File: config.mk
export PLATFORM = sky130hd
export DESIGN_NAME = commit_alloc
export DESIGN_NICKNAME = d
export VERILOG_FILES = /design/src/rtl/commit_pkg.sv /design/src/rtl/ring_mask.sv /design/src/rtl/commit_alloc.sv
export SDC_FILE = /design/constraint.sdc
export NUM_CORES = 1
export LEC_CHECK = 0
export BUFFER_PORTS_ARGS = -buffer_cell sky130_fd_sc_hd__buf_2
export CAP_MARGIN = 20
export CORE_ASPECT_RATIO = 1.2
export CORE_UTILIZATION = 25
export CTS_BUF_LIST = sky130_fd_sc_hd__clkbuf_8
export CTS_CLUSTER_DIAMETER = 30
export DETAILED_ROUTE_END_ITERATION = 8
export PLACE_DENSITY = 0.41
export SYNTH_ARGS = -nofsm -noshare
export SYNTH_HDL_FRONTEND = slang
export SYNTH_SLANG_ARGS = --single-unit
File: constraint.sdc
create_clock -name clk -period 5.65 [get_ports clk]
set_input_delay 0.565 -clock clk [delete_from_list [all_inputs] [get_ports clk]]
set_output_delay 0.565 -clock clk [all_outputs]
set_load 0.005 [all_outputs]
File: src/rtl/commit_pkg.sv
`default_nettype none
// +--------------------------------------------------------------------------+
// | commit_pkg                                                               |
// | Shared sizing constants, index/count types and ring arithmetic for the   |
// | commit-slot allocator.                                                   |
// | Contents: COMMIT_N/COMMIT_LN/COMMIT_NDEC default geometry, MAX_ALLOC,    |
// |           commit_idx_t (slot index), commit_cnt_t (0..N count),          |
// |           ring_dist() forward distance on the commit ring.               |
// | Revision: 1.0 - initial release                                          |
// +--------------------------------------------------------------------------+
package commit_pkg;

  localparam int COMMIT_N    = 32;
  localparam int COMMIT_LN   = 5;
  localparam int COMMIT_NDEC = 4;
  localparam int MAX_ALLOC   = 2 * COMMIT_NDEC;

  typedef logic [COMMIT_LN-1:0] commit_idx_t;
  typedef logic [COMMIT_LN:0]   commit_cnt_t;

  // Forward distance from slot a to slot b on a ring of 2**ln entries.
  function automatic int unsigned ring_dist(input int unsigned a,
                                            input int unsigned b,
                                            input int          ln);
    return (b - a) & ((32'd1 << ln) - 32'd1);
  endfunction

endpackage
`default_nettype wire

File: src/rtl/ring_mask.sv
`default_nettype none
// +--------------------------------------------------------------------------+
// | ring_mask                                                                |
// | Contiguous, wrap-aware bit mask on the commit ring: bit i is set when    |
// | slot i lies within count slots forward of start (start inclusive).       |
// | Ports: start [LNCOMMIT-1:0]  first slot of the run                       |
// |        count [LNCOMMIT:0]    run length, 0..NCOMMIT (NCOMMIT = all ones) |
// |        mask  [NCOMMIT-1:0]   resulting slot mask                         |
// | Revision: 1.0 - initial release                                          |
// +--------------------------------------------------------------------------+
module ring_mask #(
  parameter int NCOMMIT  = 32,
  parameter int LNCOMMIT = 5
) (
  input  logic [LNCOMMIT-1:0] start,
  input  logic [LNCOMMIT:0]   count,
  output logic [NCOMMIT-1:0]  mask
);

  // Each slot measures its own forward offset from start; the modulo wrap of
  // the subtraction makes runs that cross slot NCOMMIT-1 -> 0 come out right.
  for (genvar i = 0; i < NCOMMIT; i++) begin : g_bit
    logic [LNCOMMIT-1:0] w_off;
    assign w_off   = LNCOMMIT'(i) - start;
    assign mask[i] = ({1'b0, w_off} < count);
  end

endmodule
`default_nettype wire

File: src/rtl/commit_alloc.sv
`default_nettype none
// +--------------------------------------------------------------------------+
// | commit_alloc                                                             |
// | Commit-slot allocator feeding rename. Owns the circular window of        |
// | NCOMMIT commit stations (head = oldest live, tail = next free), applies  |
// | per-cycle allocation and retirement, truncates on mispredict and         |
// | empties on trap. All outputs are registers or trivial decodes of them.   |
// | Ports:                                                                   |
// |   clk, reset         clock, synchronous active-high reset                |
// |   alloc_count        slots renamed this cycle                            |
// |   retire_count       oldest slots retired this cycle                     |
// |   trunc_enable/addr  keep head..trunc_addr, free the rest                |
// |   kill_all           free every slot                                     |
// |   next_start         tail (rename instance k uses next_start+k)          |
// |   current_start/end  head / last live slot (end undefined when empty)    |
// |   current_available  free slots                                          |
// |   slot_valid         per-station live bits                               |
// |   empty/full         window occupancy flags                              |
// |   alloc_err          sticky over-allocate / over-retire / bad truncate   |
// | Revision: 1.0 - initial release                                          |
// +--------------------------------------------------------------------------+
module commit_alloc
  import commit_pkg::*;
#(
  parameter int NCOMMIT  = COMMIT_N,
  parameter int LNCOMMIT = COMMIT_LN,
  parameter int NDEC     = COMMIT_NDEC,
  parameter int HART     = 0
) (
  input  logic                clk,
  input  logic                reset,
  input  logic [LNCOMMIT-1:0] alloc_count,
  input  logic [LNCOMMIT:0]   retire_count,
  input  logic                trunc_enable,
  input  logic [LNCOMMIT-1:0] trunc_addr,
  input  logic                kill_all,
  output logic [LNCOMMIT-1:0] next_start,
  output logic [LNCOMMIT-1:0] current_start,
  output logic [LNCOMMIT-1:0] current_end,
  output logic [LNCOMMIT:0]   current_available,
  output logic [NCOMMIT-1:0]  slot_valid,
  output logic                empty,
  output logic                full,
  output logic                alloc_err
);

  localparam logic [LNCOMMIT:0]   FULL_CNT = (LNCOMMIT+1)'(NCOMMIT);
  localparam logic [LNCOMMIT-1:0] IDX_ONE  = LNCOMMIT'(1);

  // Geometry sanity checks, evaluated at elaboration only.
  if (NCOMMIT != (1 << LNCOMMIT)) begin : g_chk_size
    $error("commit_alloc: NCOMMIT must equal 2**LNCOMMIT");
  end
  if (2 * NDEC > NCOMMIT) begin : g_chk_ndec
    $error("commit_alloc: 2*NDEC allocations per cycle exceed the window");
  end
  if (HART < 0) begin : g_chk_hart
    $error("commit_alloc: HART must be non-negative");
  end

  // --------------------------------------------------------------------------
  // State
  // --------------------------------------------------------------------------
  logic [LNCOMMIT-1:0] r_head;
  logic [LNCOMMIT-1:0] r_tail;
  logic [LNCOMMIT:0]   r_busy;
  logic [NCOMMIT-1:0]  r_slot_valid;
  logic                r_alloc_err;

  // --------------------------------------------------------------------------
  // Next-state terms
  // --------------------------------------------------------------------------
  logic [LNCOMMIT:0]   w_avail;
  logic                w_over_alloc;
  logic                w_over_retire;
  logic [LNCOMMIT-1:0] w_alloc_eff;
  logic [LNCOMMIT:0]   w_retire_eff;
  logic [LNCOMMIT-1:0] w_trunc_dist;
  logic                w_trunc_ok;
  logic [LNCOMMIT:0]   w_kept;
  logic [LNCOMMIT-1:0] w_trunc_tail;

  logic [NCOMMIT-1:0]  w_set_mask;
  logic [NCOMMIT-1:0]  w_clr_mask;
  logic [NCOMMIT-1:0]  w_keep_mask;

  logic [LNCOMMIT-1:0] w_head_nxt;
  logic [LNCOMMIT-1:0] w_tail_nxt;
  logic [LNCOMMIT:0]   w_busy_nxt;
  logic [NCOMMIT-1:0]  w_valid_nxt;
  logic                w_err_nxt;

  // Availability is taken before this cycle's retire, so a slot freed now
  // cannot be handed back to rename until the following cycle.
  assign w_avail       = FULL_CNT - r_busy;
  assign w_over_alloc  = ({1'b0, alloc_count} > w_avail);
  assign w_over_retire = (retire_count > r_busy);
  assign w_alloc_eff   = w_over_alloc ? '0 : alloc_count;
  assign w_retire_eff  = w_over_retire ? r_busy : retire_count;

  // The branch slot must lie strictly inside the live window; an empty
  // window therefore never accepts a truncate.
  assign w_trunc_dist = LNCOMMIT'(ring_dist(32'(r_head), 32'(trunc_addr), LNCOMMIT));
  assign w_trunc_ok   = ({1'b0, w_trunc_dist} < r_busy);
  assign w_kept       = {1'b0, w_trunc_dist} + (LNCOMMIT+1)'(1);
  assign w_trunc_tail = trunc_addr + IDX_ONE;

  ring_mask #(
    .NCOMMIT  (NCOMMIT),
    .LNCOMMIT (LNCOMMIT)
  ) u_set_mask (
    .start (r_tail),
    .count ({1'b0, w_alloc_eff}),
    .mask  (w_set_mask)
  );

  ring_mask #(
    .NCOMMIT  (NCOMMIT),
    .LNCOMMIT (LNCOMMIT)
  ) u_clr_mask (
    .start (r_head),
    .count (w_retire_eff),
    .mask  (w_clr_mask)
  );

  ring_mask #(
    .NCOMMIT  (NCOMMIT),
    .LNCOMMIT (LNCOMMIT)
  ) u_keep_mask (
    .start (r_head),
    .count (w_kept),
    .mask  (w_keep_mask)
  );

  always_comb begin
    w_head_nxt  = r_head;
    w_tail_nxt  = r_tail;
    w_busy_nxt  = r_busy;
    w_valid_nxt = r_slot_valid;
    w_err_nxt   = r_alloc_err;

    if (kill_all || (trunc_enable && !w_trunc_ok)) begin
      // Trap, or a truncate that points outside the window: drop everything
      // but leave head where it is so the ring position is preserved.
      w_tail_nxt  = r_head;
      w_busy_nxt  = '0;
      w_valid_nxt = '0;
      if (!kill_all) begin
        w_err_nxt = 1'b1;
      end
    end else if (trunc_enable) begin
      // Rename is reloading after the mispredict, so alloc_count is ignored.
      w_tail_nxt = w_trunc_tail;
      if (w_over_retire) begin
        w_err_nxt = 1'b1;
      end
      if (w_retire_eff >= w_kept) begin
        w_head_nxt  = w_trunc_tail;
        w_busy_nxt  = '0;
        w_valid_nxt = '0;
      end else begin
        w_head_nxt  = r_head + w_retire_eff[LNCOMMIT-1:0];
        w_busy_nxt  = w_kept - w_retire_eff;
        w_valid_nxt = r_slot_valid & w_keep_mask & ~w_clr_mask;
      end
    end else begin
      if (w_over_alloc || w_over_retire) begin
        w_err_nxt = 1'b1;
      end
      // Set and clear masks never overlap: alloc covers free slots only.
      w_tail_nxt  = r_tail + w_alloc_eff;
      w_head_nxt  = r_head + w_retire_eff[LNCOMMIT-1:0];
      w_busy_nxt  = r_busy + {1'b0, w_alloc_eff} - w_retire_eff;
      w_valid_nxt = (r_slot_valid | w_set_mask) & ~w_clr_mask;
    end
  end

  always_ff @(posedge clk) begin
    if (reset) begin
      r_head       <= '0;
      r_tail       <= '0;
      r_busy       <= '0;
      r_slot_valid <= '0;
      r_alloc_err  <= 1'b0;
    end else begin
      r_head       <= w_head_nxt;
      r_tail       <= w_tail_nxt;
      r_busy       <= w_busy_nxt;
      r_slot_valid <= w_valid_nxt;
      r_alloc_err  <= w_err_nxt;
    end
  end

  // --------------------------------------------------------------------------
  // Outputs: registers and trivial decodes only
  // --------------------------------------------------------------------------
  assign next_start        = r_tail;
  assign current_start     = r_head;
  assign current_end       = r_tail - IDX_ONE;
  assign current_available = FULL_CNT - r_busy;
  assign slot_valid        = r_slot_valid;
  assign empty             = (r_busy == '0);
  assign full              = (r_busy == FULL_CNT);
  assign alloc_err         = r_alloc_err;

  // --------------------------------------------------------------------------
  // Window invariants
  // --------------------------------------------------------------------------
  a_popcount : assert property (@(posedge clk) disable iff (reset)
    32'($countones(r_slot_valid)) == 32'(r_busy));

  a_ring_span : assert property (@(posedge clk) disable iff (reset)
    ring_dist(32'(r_head), 32'(r_tail), LNCOMMIT) == 32'(r_busy[LNCOMMIT-1:0]));

endmodule
`default_nettype wire

After elaboration in Yosys (flattened, before gate mapping)
Cells that the tools add are included.
- memory bits (read-only): 0
- bits in latches: 0
- RAM bits: 0
- input port bits: 20
- memories: 0
- logic and storage cells: 210
- output and inout port bits: 56
- register bits after elaboration: 49
- magnitude comparators: 100
- reduce and logical (&&, ||, !) cells: 8
- div/mod/pow operators: 0
- mux-type cells: 15
- shifts and indexed selects: 0
- add/subtract/negate cells: 74
- eq/ne operators: 3
- multipliers: 0
- bitwise gates (word level): 5
- operators with widths (kind ; number):
    5-bit by 6-bit less-than comparator with 1-bit output ; 65
    5-bit less-than comparator ; 32
    5-bit subtractor (first input constant) ; 32
    32-bit bitwise AND ; 3
    4-bit by 5-bit subtractor with 5-bit output (first input constant) ; 16
    32-bit 2-to-1 mux ; 2
    3-bit by 5-bit subtractor with 5-bit output (first input constant) ; 8
    32-bit NOT ; 1
    32-bit OR ; 1
    5-bit 2-to-1 mux ; 5
    1-bit by 5-bit subtractor with 5-bit output (first input constant) ; 4
    2-bit by 5-bit subtractor with 5-bit output (first input constant) ; 4
    6-bit 2-to-1 mux ; 3
    6-bit subtractor ; 2
    5-bit adder ; 2
    5-bit by 1-bit adder with 6-bit output (second input constant) ; 1
    6-bit by 5-bit adder with 6-bit output ; 1
    6-bit == test (second input constant) ; 1
    6-bit greater-or-equal comparator ; 1
    5-bit by 6-bit greater-than comparator with 1-bit output ; 1
    6-bit greater-than comparator ; 1
    6-bit zero test ; 1
    6-bit subtractor (first input constant) ; 1
    5-bit by 1-bit adder with 5-bit output (second input constant) ; 1
    11 further kinds ; 16

Logic depth before layout (Yosys ltp)
- word-level depth: 7
- mapped depth: 21
- mapped depth without buffers: 21

By module
A second synthesis with hierarchy kept.
- cell total of the unflattened synthesis: 1252
- area total of the unflattened synthesis: 9912.0 µm²
- modules (own cells, without submodules) (module ; seq. area each (µm²) ; instances ; cells each ; area each (µm²)):
    ring_mask ; 0.0 ; 3 ; 259 ; 2058.2
    commit_alloc ; 980.9 ; 1 ; 475 ; 3737.3

Least setup slack after synthesis
No wires, ideal clock.
- path type: in2reg
- from: in retire_count[3]
- to: reg r_slot_valid[0] (netlist: slot_valid[0])
- slack: 74 ps
- arrival time: 5477 ps
- library setup time: 100 ps
- stages: 15
- required time: 5550 ps
- path buffers: 2
- path through: ha_1 a211oi_1 nor2_1 o32ai_1 clkbuf_1 nor2_1 a21oi_1 ha_1 and4_1 a31oi_1 o31a_1 nand2b_1 nand3_2 buf_6 a2111oi_4
- word-level cells in the longest chain between the ends: 7
- elaborated cells on any way between the ends: 9
- classes of those cells: order compare: 3; mux: 3; bitwise: 3
- RTL lines (what ; line ; RTL):
    start, declared ; commit_alloc.sv:33 ; input logic [LNCOMMIT:0] retire_count,
    6-bit greater-than comparator ; commit_alloc.sv:97 ; assign w_over_retire = (retire_count > r_busy);
    6-bit 2-to-1 mux (*) ; commit_alloc.sv:99 ; assign w_retire_eff = w_over_retire ? r_busy : retire_count;
    5-bit by 6-bit less-than comparator with 1-bit output ; ring_mask.sv:25 ; assign mask[i] = ({1'b0, w_off} < count);
    32-bit NOT ; commit_alloc.sv:164, commit_alloc.sv:174 ;
    32-bit bitwise AND ; commit_alloc.sv:164 ; w_valid_nxt = r_slot_valid & w_keep_mask & ~w_clr_mask;
    32-bit 2-to-1 mux ; commit_alloc.sv:157 ; if (w_retire_eff >= w_kept) begin
    32-bit 2-to-1 mux (*) ; commit_alloc.sv:151 ; end else if (trunc_enable) begin
    end signal, assigned ; commit_alloc.sv:189 ; r_slot_valid <= w_valid_nxt;
    end, declared ; commit_alloc.sv:67 ; logic [NCOMMIT-1:0] r_slot_valid;
Every way passes the cells marked *; elsewhere a longest branch is shown, timed or not.
A chain may end at the register's enable or synchronous reset.

Final worst setup path
- from: reg r_busy[0]
- to: reg r_busy[5]
- word-level cells in the longest chain between the ends: 6
- elaborated cells on any way between the ends: 16
- classes of those cells: add/sub: 4; order compare: 4; mux: 4; reduce/logical: 4
- RTL lines (what ; line ; RTL):
    start, declared ; commit_alloc.sv:66 ; logic [LNCOMMIT:0] r_busy;
    start signal, assigned ; commit_alloc.sv:188 ; r_busy <= w_busy_nxt;
    6-bit subtractor ; commit_alloc.sv:95 ; assign w_avail = FULL_CNT - r_busy;
    5-bit by 6-bit greater-than comparator with 1-bit output ; commit_alloc.sv:96 ; assign w_over_alloc = ({1'b0, alloc_count} > w_avail);
    5-bit 2-to-1 mux ; commit_alloc.sv:98 ; assign w_alloc_eff = w_over_alloc ? '0 : alloc_count;
    6-bit by 5-bit adder with 6-bit output ; commit_alloc.sv:173 ; w_busy_nxt = r_busy + {1'b0, w_alloc_eff} - w_retire_eff;
    6-bit subtractor ; commit_alloc.sv:173 ;
    6-bit 2-to-1 mux ; commit_alloc.sv:151 ;
Parallel ways exist; a longest one is shown, timed or not.

==> reports/results.txt <==
In this run the worst path has a maximum fanout of 8. The die boundary width was 174 um. The worst hold path terminates at alloc_err$_SDFFE_PP0P_. Setup repair after global routing left no endpoint under its margin. For the worst-skew pair, the clock arrives at the later sink with an insertion delay of 0.36 ns.

The floorplan step defined a die boundary enclosing 36,300 um2. The detailed-route wire length was 26.6 mm. For the gate count of the mapped netlist, the log shows 971.

After synthesis the cells add up to 8870 um2. The H-tree level count came out at 2. The most prevalent standard cell on the critical path was sky130_fd_sc_hd__ha_1. The tools report the critical hold path startpoint as kill_all.

After layout, the minimum clock period comes to 4.79 ns. The floorplan has 75 rows. The largest clock skew in the final design was 0.0223 ns; the area of the placeable core was 35,000 um2. The run gives 0 as the number of maximum-capacitance constraint violations. The worst register-to-register path begins at r_busy[0]$_SDFF_PP0_. The class of the tightest hold or removal check is input pin to flip-flop. The last weighted congestion value of the routability-driven placer was 0.815; the effective utilization at floorplan was 0.254. The number of synthesized register bits was 49. The number of setup buffers added after CTS is 0. The run finished with clean final reports. The count of buffers added on input and output ports is 75.

Yosys mapped a number of flops with a built-in enable equal to 0. The overall routing resource usage is 0.151, and the maximum frequency from static timing analysis is 209 MHz. The depth of the most critical reg-to-reg path came out at 18. Quantity of hold-fixing buffers added after cts: 0. Summing over every cut layer, the via total after detailed routing is 6,932. Entering global routing, the biggest net connects 48 pins.

The kind of critical path was flip-flop to flip-flop. The run gives 0 as the post-cts repair resize count. Relative max-transition margin: 0.393.

After global routing the overflow that remains totals 0. For this run, the number of Yosys warnings is 0. After clock tree synthesis, the clock-pin slew on the worst setup and hold paths is 0.12 ns.

Counting the fill cells in the layout gives 3,728. The final number of max-transition violations was 0; the slew of the pin with the lowest slew margin was 0.910 ns. Adding up every negative setup slack in the final design gives 0 ns. The signal on the critical path passes through inv_1, ha_1, and3_1, xnor2_1, ha_1, nand2_1, o21bai_1, a211o_1, nand2_1, fa_1, inv_1, ha_1, a21o_1, a21oi_1, o21bai_1, a21oi_1, xor3_1, o32ai_1. In this run the remaining antenna-violating nets after routing total 0. The overall die height came out at 208 um. Relative to the synthesized area, the layout overhead comes to 12.7%. In the final routed layout, each cell accounts on average for 17.5 um. The number of cells on the worst hold path works out to 2.

The I/O pin count was 76. For this run, the post-layout net count is 1,333. Counting distinct cell types in the post-synthesis netlist gives 52.

The initial antenna violation count came out at 0. The tools report the final core utilization as 0.286. The largest individual stage delay along the critical path comes from the cell sky130_fd_sc_hd__fa_1. Counting every net in the synthesized netlist gives 1,253. The repair_antennas step left the layout with diodes totalling 0. Via count of the first global-routing pass: 7,226.

Worst setup slack for register-to-register paths: 0.86 ns. The final period utilization is 0.848, and the hold violation count in the final report is 0. In this run the mean area of a mapped cell was 9.14 um2. The endpoint identified for the worst register-to-register timing path is r_busy[5]$_SDFF_PP0_. The number of vias per cell after detailed routing was 4.58.

The pre-antenna-repair detailed-routing pass consisted of 7 iterations. Fraction of layout instances using a drive strength above 1: 0.136. TritonCTS built the clock tree. For this run, the slowest stage of the critical path takes 0.72 ns. Critical path data arrival time: 5.06 ns.

The tools report the capturing element type of the critical path as a flip-flop. The CTS buffer count was 5; the proportion of register bits with asynchronous set or reset after synthesis was 0. The number of remaining DRC errors came out at 0.

The tools report the sequential cell area fraction in the yosys report as 0.111. The run gives 2 as the largest buffer count on any clock path. The first global-routing pass estimated 42.2 mm of wire.

Detailed placement finished with a half-perimeter wire length of 21.9 mm. Setup violations remaining at the end of the flow were counted as 0. For this design, the sink count on the clock tree is 49. STA classifies the critical path startpoint as a flip-flop. The tree is rooted in a sky130_fd_sc_hd__clkbuf_8. The starting DRC count in detailed routing is 255. The run gives 5.92 ns as the required time reported for the critical path endpoint. The most instantiated flip-flop cell in the synthesis netlist was sky130_fd_sc_hd__dfxtp_1.
==> through the flow <==
| step | std cells | instance area (um2) | hold WS (ns) | worst slack [ns] |
|---|---|---|---|---|
| final | 1514 | 10000 | 0.419 | 0.858 |
| after global routing | 1514 | 10000 | 0.415 | 0.558 |
| after CTS | 1514 | 10000 | 0.397 | 0.843 |
| after detailed placement | 1506 | 9910 | 0.474 | 0.850 |
| after global placement | 1506 | 9910 | 0.472 | 0.825 |
| after floorplan | 971 | 8870 | 0.464 | 0.0738 |
==> worst max-delay path by stage <==
| stage | endpoint | cells past startpoint | slack [ns] | from |
|---|---|---|---|---|
| 2_1_floorplan | slot_valid[0]$_SDFF_PP0_ | 15 | 0.07 | retire_count[3] |
| 5_1_grt | r_busy[5]$_SDFF_PP0_ | 18 | 0.56 | r_busy[0]$_SDFF_PP0_ |
| 3_3_place_gp | r_busy[5]$_SDFF_PP0_ | 18 | 0.82 | r_busy[0]$_SDFF_PP0_ |
| 6_report | r_busy[5]$_SDFF_PP0_ | 18 | 0.86 | r_busy[0]$_SDFF_PP0_ |
| 3_5_place_dp | slot_valid[12]$_SDFF_PP0_ | 15 | 0.85 | retire_count[3] |
| 4_1_cts | r_busy[5]$_SDFF_PP0_ | 18 | 0.84 | r_busy[0]$_SDFF_PP0_ |
==> flip-flops by register name (all words and copies together) (netlist names) <==
register / count
next_start: 5
r_busy: 6
slot_valid: 32
current_start: 5
alloc_err: 1
==> kinds of logic after synthesis <==
| group | count (synthesis) | synth area share |
|---|---|---|
| xor+xnor | 76 | 0.0776 |
| simple gates | 124 | 0.0663 |
| buf+inv | 139 | 0.0623 |
| compound gates | 318 | 0.302 |
| fa+ha+maj | 262 | 0.378 |
| flops | 49 | 0.111 |
| mux | 3 | 0.00338 |
==> cell usage in the layout (no fill, tap or decap), types with 5 or more instances in the layout <==
master,netlist,final
sky130_fd_sc_hd__a2111oi_4,28,28
sky130_fd_sc_hd__a211oi_1,29,29
sky130_fd_sc_hd__a21o_1,94,94
sky130_fd_sc_hd__a21oi_1,90,89
sky130_fd_sc_hd__and3_1,7,7
sky130_fd_sc_hd__buf_2,4,75
sky130_fd_sc_hd__buf_4,1,20
sky130_fd_sc_hd__clkbuf_8,0,5
sky130_fd_sc_hd__dfxtp_1,49,49
sky130_fd_sc_hd__fa_1,10,10
sky130_fd_sc_hd__ha_1,252,252
sky130_fd_sc_hd__inv_1,112,112
sky130_fd_sc_hd__nand2_1,35,35
sky130_fd_sc_hd__nand2b_1,13,13
sky130_fd_sc_hd__nand3_1,13,13
sky130_fd_sc_hd__nor2_1,38,38
sky130_fd_sc_hd__nor2b_1,7,7
sky130_fd_sc_hd__o21a_1,5,5
sky130_fd_sc_hd__o21ai_0,31,31
sky130_fd_sc_hd__o21bai_1,18,18
sky130_fd_sc_hd__xnor2_1,55,54
sky130_fd_sc_hd__xor2_1,19,19
==> area by class of cell <==
class,count,area (um2),share of cell area
Multi-Input combinational cell,783,7390,0.739
Sequential cell,49,981,0.0981
Tap cell,462,578,0.0578
Timing Repair Buffer,95,526,0.0525
Inverter,117,439,0.0439
Clock buffer,5,68.8,0.00688
Clock inverter,3,22.5,0.00225
==> critical path: cells and delay by family, from the launching register on <==
family,cells,cell delay [ns]
simple gates,3,0.73
compound gates,7,1.35
flops,1,0.51
buf+inv,2,0.16
xor+xnor,2,0.43
fa+ha+maj,4,1.52
==> routing by layer <==
metal	GRT usage	wire (um)	share of wire	up-vias
met2	0.267	13000	0.49	66
met4	0.0351	343	0.013	0
met3	0.0124	629	0.024	15
met5	0	0	0	-
li1	-	-	-	3638
met1	0.196	12600	0.47	3213
==> synth_stat cells (3+ instances only) <==
master / n / area share
sky130_fd_sc_hd__ha_1: 252 / 0.36
sky130_fd_sc_hd__inv_1: 112 / 0.047
sky130_fd_sc_hd__a21o_1: 94 / 0.080
sky130_fd_sc_hd__a21oi_1: 90 / 0.051
sky130_fd_sc_hd__xnor2_1: 55 / 0.054
sky130_fd_sc_hd__dfxtp_1: 49 / 0.11
sky130_fd_sc_hd__nor2_1: 38 / 0.016
sky130_fd_sc_hd__nand2_1: 35 / 0.015
sky130_fd_sc_hd__o21ai_0: 31 / 0.017
sky130_fd_sc_hd__a211oi_1: 29 / 0.025
sky130_fd_sc_hd__a2111oi_4: 28 / 0.087
sky130_fd_sc_hd__xor2_1: 19 / 0.019
sky130_fd_sc_hd__o21bai_1: 18 / 0.015
sky130_fd_sc_hd__clkbuf_1: 13 / 0.0055
sky130_fd_sc_hd__nand2b_1: 13 / 0.0092
sky130_fd_sc_hd__nand3_1: 13 / 0.0073
sky130_fd_sc_hd__fa_1: 10 / 0.023
sky130_fd_sc_hd__and3_1: 7 / 0.0049
sky130_fd_sc_hd__nor2b_1: 7 / 0.0049
sky130_fd_sc_hd__o21a_1: 5 / 0.0042
sky130_fd_sc_hd__buf_2: 4 / 0.0023
sky130_fd_sc_hd__inv_2: 4 / 0.0017
sky130_fd_sc_hd__a211o_1: 3 / 0.0030
sky130_fd_sc_hd__a31oi_1: 3 / 0.0021
sky130_fd_sc_hd__and2_1: 3 / 0.0021
sky130_fd_sc_hd__buf_6: 3 / 0.0038
sky130_fd_sc_hd__mux2i_1: 3 / 0.0034
Power is left out: the tool's default activity adds up to more than one toggle a clock period on the data nets, which glitch-free logic cannot reach.
